**config.mk**
```make
export PLATFORM = sky130hd
export DESIGN_NAME = bit_serializer
export DESIGN_NICKNAME = d
export VERILOG_FILES = /design/src/rtl/bit_serializer.sv
export SDC_FILE = /design/constraint.sdc
export NUM_CORES = 1
export LEC_CHECK = 0
export CORE_AREA = 5 5 53 55
export CTS_CLUSTER_DIAMETER = 80
export DETAILED_ROUTE_END_ITERATION = 10
export DIE_AREA = 0 0 58 60
export GPL_TIMING_DRIVEN = 0
export PLACE_DENSITY_LB_ADDON = 0.25
export SLEW_MARGIN = 20
export SYNTH_ARGS = -nofsm -noshare
export SYNTH_HDL_FRONTEND = slang
export SYNTH_SLANG_ARGS = --single-unit
```
**constraint.sdc**
```tcl
create_clock -name clock -period 2.3 [get_ports clock]
set_input_delay 0.69 -clock clock [delete_from_list [all_inputs] [get_ports clock]]
set_output_delay 0.69 -clock clock [all_outputs]
set_load 0.005 [all_outputs]
```
**src/rtl/bit_serializer.sv**
```systemverilog
// bit_serializer: captures a parallel word on start and shifts it out one bit
// per clock to the sequence detector's w input, optionally repeating the word.
module bit_serializer #(
    parameter int WIDTH      = 8,
    parameter int CNT_W      = 3,
    parameter bit MSB_FIRST  = 1'b1,
    parameter bit IDLE_LEVEL = 1'b0
) (
    input  logic             clock,
    input  logic             resetn,
    input  logic             start,
    input  logic             abort,
    input  logic             repeat_en,
    input  logic [WIDTH-1:0] data_in,
    output logic             w_out,
    output logic             bit_valid,
    output logic             busy,
    output logic             done,
    output logic [CNT_W-1:0] bit_idx
);

    typedef enum logic [1:0] {
        S_IDLE,
        S_SHIFT,
        S_DONE
    } state_t;

    localparam logic [CNT_W-1:0] LAST = CNT_W'(WIDTH - 1);

    state_t             state;
    state_t             state_nx;
    logic [WIDTH-1:0]   shreg;
    logic [WIDTH-1:0]   hold;
    logic [CNT_W-1:0]   cnt;
    logic               send_bit;
    logic               last_bit;

    assign last_bit = (cnt == LAST);
    assign send_bit = MSB_FIRST ? shreg[WIDTH-1] : shreg[0];

    // State register
    always_ff @(posedge clock) begin
        if (!resetn) begin
            state <= S_IDLE;
        end else begin
            state <= state_nx;
        end
    end

    // Next-state decode; abort wins over start and repeat_en
    always_comb begin
        state_nx = state;
        if (abort) begin
            state_nx = S_IDLE;
        end else begin
            unique case (state)
                S_IDLE: begin
                    if (start) begin
                        state_nx = S_SHIFT;
                    end
                end
                S_SHIFT: begin
                    if (last_bit && !repeat_en) begin
                        state_nx = S_DONE;
                    end
                end
                S_DONE: begin
                    state_nx = S_IDLE;
                end
                default: begin
                    state_nx = S_IDLE;
                end
            endcase
        end
    end

    // Word capture, shifting toward the send end, and bit counting
    always_ff @(posedge clock) begin
        if (!resetn) begin
            shreg <= '0;
            hold  <= '0;
            cnt   <= '0;
        end else if (abort) begin
            cnt <= '0;
        end else begin
            unique case (state)
                S_IDLE: begin
                    if (start) begin
                        shreg <= data_in;
                        hold  <= data_in;
                        cnt   <= '0;
                    end
                end
                S_SHIFT: begin
                    if (!last_bit) begin
                        if (MSB_FIRST) begin
                            shreg <= {shreg[WIDTH-2:0], 1'b0};
                        end else begin
                            shreg <= {1'b0, shreg[WIDTH-1:1]};
                        end
                        cnt <= cnt + 1'b1;
                    end else if (repeat_en) begin
                        shreg <= hold;
                        cnt   <= '0;
                    end
                end
                S_DONE: begin
                    cnt <= '0;
                end
                default: begin
                    cnt <= '0;
                end
            endcase
        end
    end

    // Status and serial output decoded from registered state only
    always_comb begin
        w_out     = IDLE_LEVEL;
        bit_valid = 1'b0;
        busy      = 1'b0;
        done      = 1'b0;
        bit_idx   = '0;
        unique case (state)
            S_IDLE: begin
                w_out = IDLE_LEVEL;
            end
            S_SHIFT: begin
                w_out     = send_bit;
                bit_valid = 1'b1;
                busy      = 1'b1;
                bit_idx   = cnt;
            end
            S_DONE: begin
                busy = 1'b1;
                done = 1'b1;
            end
            default: begin
                w_out = IDLE_LEVEL;
            end
        endcase
    end

endmodule

```
==> results.toml <==
[timing]
final.setup_skew_ns = 0.001318
fin_crit_ns = 2.245
maxSlewHeadroom_pct = 62.13
fin_crit_sh_pct = 97.61
finalSetupViolations = 0
fmaxAchievable_ghz = 0.4454
hold_viol = 0
worst_pin_slew_ns = 0.5680
slew_viol_final = 0

[detailed_routing]
ant_nets = 0
met3_length_um = 117
wire_per_inst_um = 13.55
vias = 969
routed.top_layer = "met4"
viasPerCell = 5.475
first_iter_violations = 11
met2WireLength_um = 1142
wl_um = 2399
drt-met1-wl_um = 1109
drc = 0
dr.pass1.iters = 4

[setup_path]
critPathMaxFanout = 10
timing.reg2reg.setup_slack_ns = 0.25
crit_path_max_incr_delay_ns = 0.35
arrival_ns = 1.56
path_buf_inv = 4
cpLargestDelayFamily = "buffers and inverters"
critPathRequiredTime_ns = 1.61
cp-start-kind = "flip-flop"
critPathSlowestCell = "dfxtp_2"
cp_cell_sequence = "inv_2 > ha_4 > buf_6 > clkbuf_8 > and2_1 > dlygate4sd2_1"
criticalPathCategory = "flip-flop to primary output"
endpoint_kind = "primary output"

[grt]
grt_usage_pct = 14.81
grt_max_degree = 13
grt_first_pass_wirelength_um = 3988
first_global_vias = 873
grt_overflow = 0
antenna_found_initial = 0

[floorplan]
rows = 18
die_h_um = 60
die_w_um = 58
die-area_um2 = 3480
start_util_pct = 47.44
coreArea_um2 = 2342
ios = 20

[yosys]
ys_warn_count = 0
synth_cell_types = 27
avgSynthCellArea_um2 = 9.182
synth_top_area_share_pct = 37.84
ys_ff_latch = 21
async_flop_share_pct = 0
ys_seq_area_share_pct = 37.84
synth-edff-count = 0
syn_inst = 121
synth_area_leaders = "dfxtp_1 38%, mux2i_1 14%, ha_1 5.6%, o2111ai_1 5.5%, nand2_1 5.1%"
synth.largest_area_cell = "dfxtp_1"
syn-num-nets = 139
syn_area_um2 = 1111
ys.flop_type = "dfxtp_1"

[clock_tree]
cts_root_buffer = "clkbuf_4"
htree_levels = 1
cts_buffers = 3
clock_path_buffers = 2
clock_latency_ns = 0.30
cts_sinks = 21
cts_tree = "yes"
clkTransAtPathRegs_ns = 0.12

[power_and_ir_drop]
max-vdd-ir-drop_mv = 0.4070
p_total_mw = 0.6907
p_per_area_nw_per_um2 = 488.1
p_leak_nw = 0.5609

[worst_hold_path]
hold_class = "flip-flop to flip-flop"

[finish]
seqCellArea_um2 = 422.9
nNetsFinal = 166
num_antenna_cells = 0
fin_area_um2 = 1415
drive_gt1_share_pct = 12.93
num-fill-cells = 218
post-route-util_pct = 60.42
final_common_cell = "dfxtp_1"
layout_common_cells = "19 x dfxtp_1, 15 x nand2_1, 15 x mux2i_1, 15 x clkdlybuf4s50_1, 9 x nor2b_1"
multi_input_area_um2 = 649.4
syn2layout_area_growth_pct = 27.37

[placement]
dpl-instance-area_um2 = 1339
gp_congestion = 0.8297
dpl.hpwl_um = 1703
portBuffers = 19

[run]
max_cap_viol_count = 0

[run_status]
status = "completed"
-- layout make-up --
cell class              count  area share, %
plain buffers               9          4.421
inverters                   2         0.5305
repair buffers             22          14.68
multi-input cells          89          45.89
clock inverters             1         0.3537
well taps                  30          2.653
flip-flops and latches     21          29.89
clock buffers               3          1.592
-- cells in the mapped netlist, types with 2 or more instances --
master and instances:
nand3b_1 2, o21ai_1 4, ha_1 5, nor2_1 5, clkbuf_1 4, nor2b_1 9, a22oi_1 2, o21ai_0 4
nand3_1 3, nand2b_1 3, nand2_1 15, and2_1 4, o2111ai_1 7, dfxtp_1 21, mux2i_1 15, inv_1 2
buf_2 4, a21oi_1 3
-- final timing paths --
| kind | depth (start not counted) | endpoint | startpoint |
|---|---|---|---|
| worst max-delay path | 6 | w_out | state[1] |
| worst min-delay path | 2 | shreg[5] | shreg[5] |
| worst max register to register | 7 | shreg[6] | cnt[0] |
| worst min register to register | 2 | shreg[5] | shreg[5] |
-- routing by layer --
layer	track usage (%)	vias up
met2	25.16	21
met3	2.808	4
met5	0	-
li1	-	489
met4	4.967	0
met1	18.77	455
-- flip-flops by register name (all words and copies together) (netlist names) --
| signal | count |
|---|---|
| cnt | 3 |
| state | 2 |
| hold | 8 |
| shreg | 8 |
-- through the flow --
| stage | TNS [ns] | worst slack, ns | instances | hold slack, ns |
|---|---|---|---|---|
| 4_1_cts | 0 | 0.05238 | 176 | 0.4610 |
| 3_3_place_gp | -0.9839 | -0.2430 | 170 | 0.4369 |
| 3_5_place_dp | -0.9344 | -0.2330 | 170 | 0.4433 |
| 5_1_grt | -0.005864 | -0.005864 | 177 | 0.4917 |
| 2_1_floorplan | 0 | 0.4250 | 121 | 0.4238 |
| 6_report | 0 | 0.05497 | 177 | 0.4614 |
-- repair_timing --
action | CTS | global route
setup endpoints to repair | 4 | 1
pin swaps | 0 | 0
gates resized for setup | 14 | 0
buffers inserted | 2 | 1
hold buffers | 0 | 0
endpoints found under the hold margin | 0 | 0
-- where the power goes --
part	total (mW)	internal (mW)	leakage, nW	switching, mW
clock	0.181	0.0649	0.0177	0.116
combinational	0.119	0.0616	0.371	0.0572
sequential	0.391	0.381	0.172	0.00946
-- worst register-to-register path: cells and delay by family (launching register included) --
kind / cells / cell delay (ns)
and+or+nand+nor: 1 / 0.15
adders and majority gates: 2 / 0.41
AOI/OAI and AO/OA: 3 / 0.84
buffers and inverters: 1 / 0.22
DFF: 1 / 0.37
-- kinds of logic (layout without fill, tap and decap cells) --
group	Yosys count	count (layout)	synth area share (%)
mux	15	15	13.51
flops	21	21	37.84
simple gates	44	44	20.83
fa+ha+maj	5	5	5.631
buf+inv	11	37	4.842
compound gates	25	25	17.34
No activity file was read; power rests on OpenSTA's default activity.
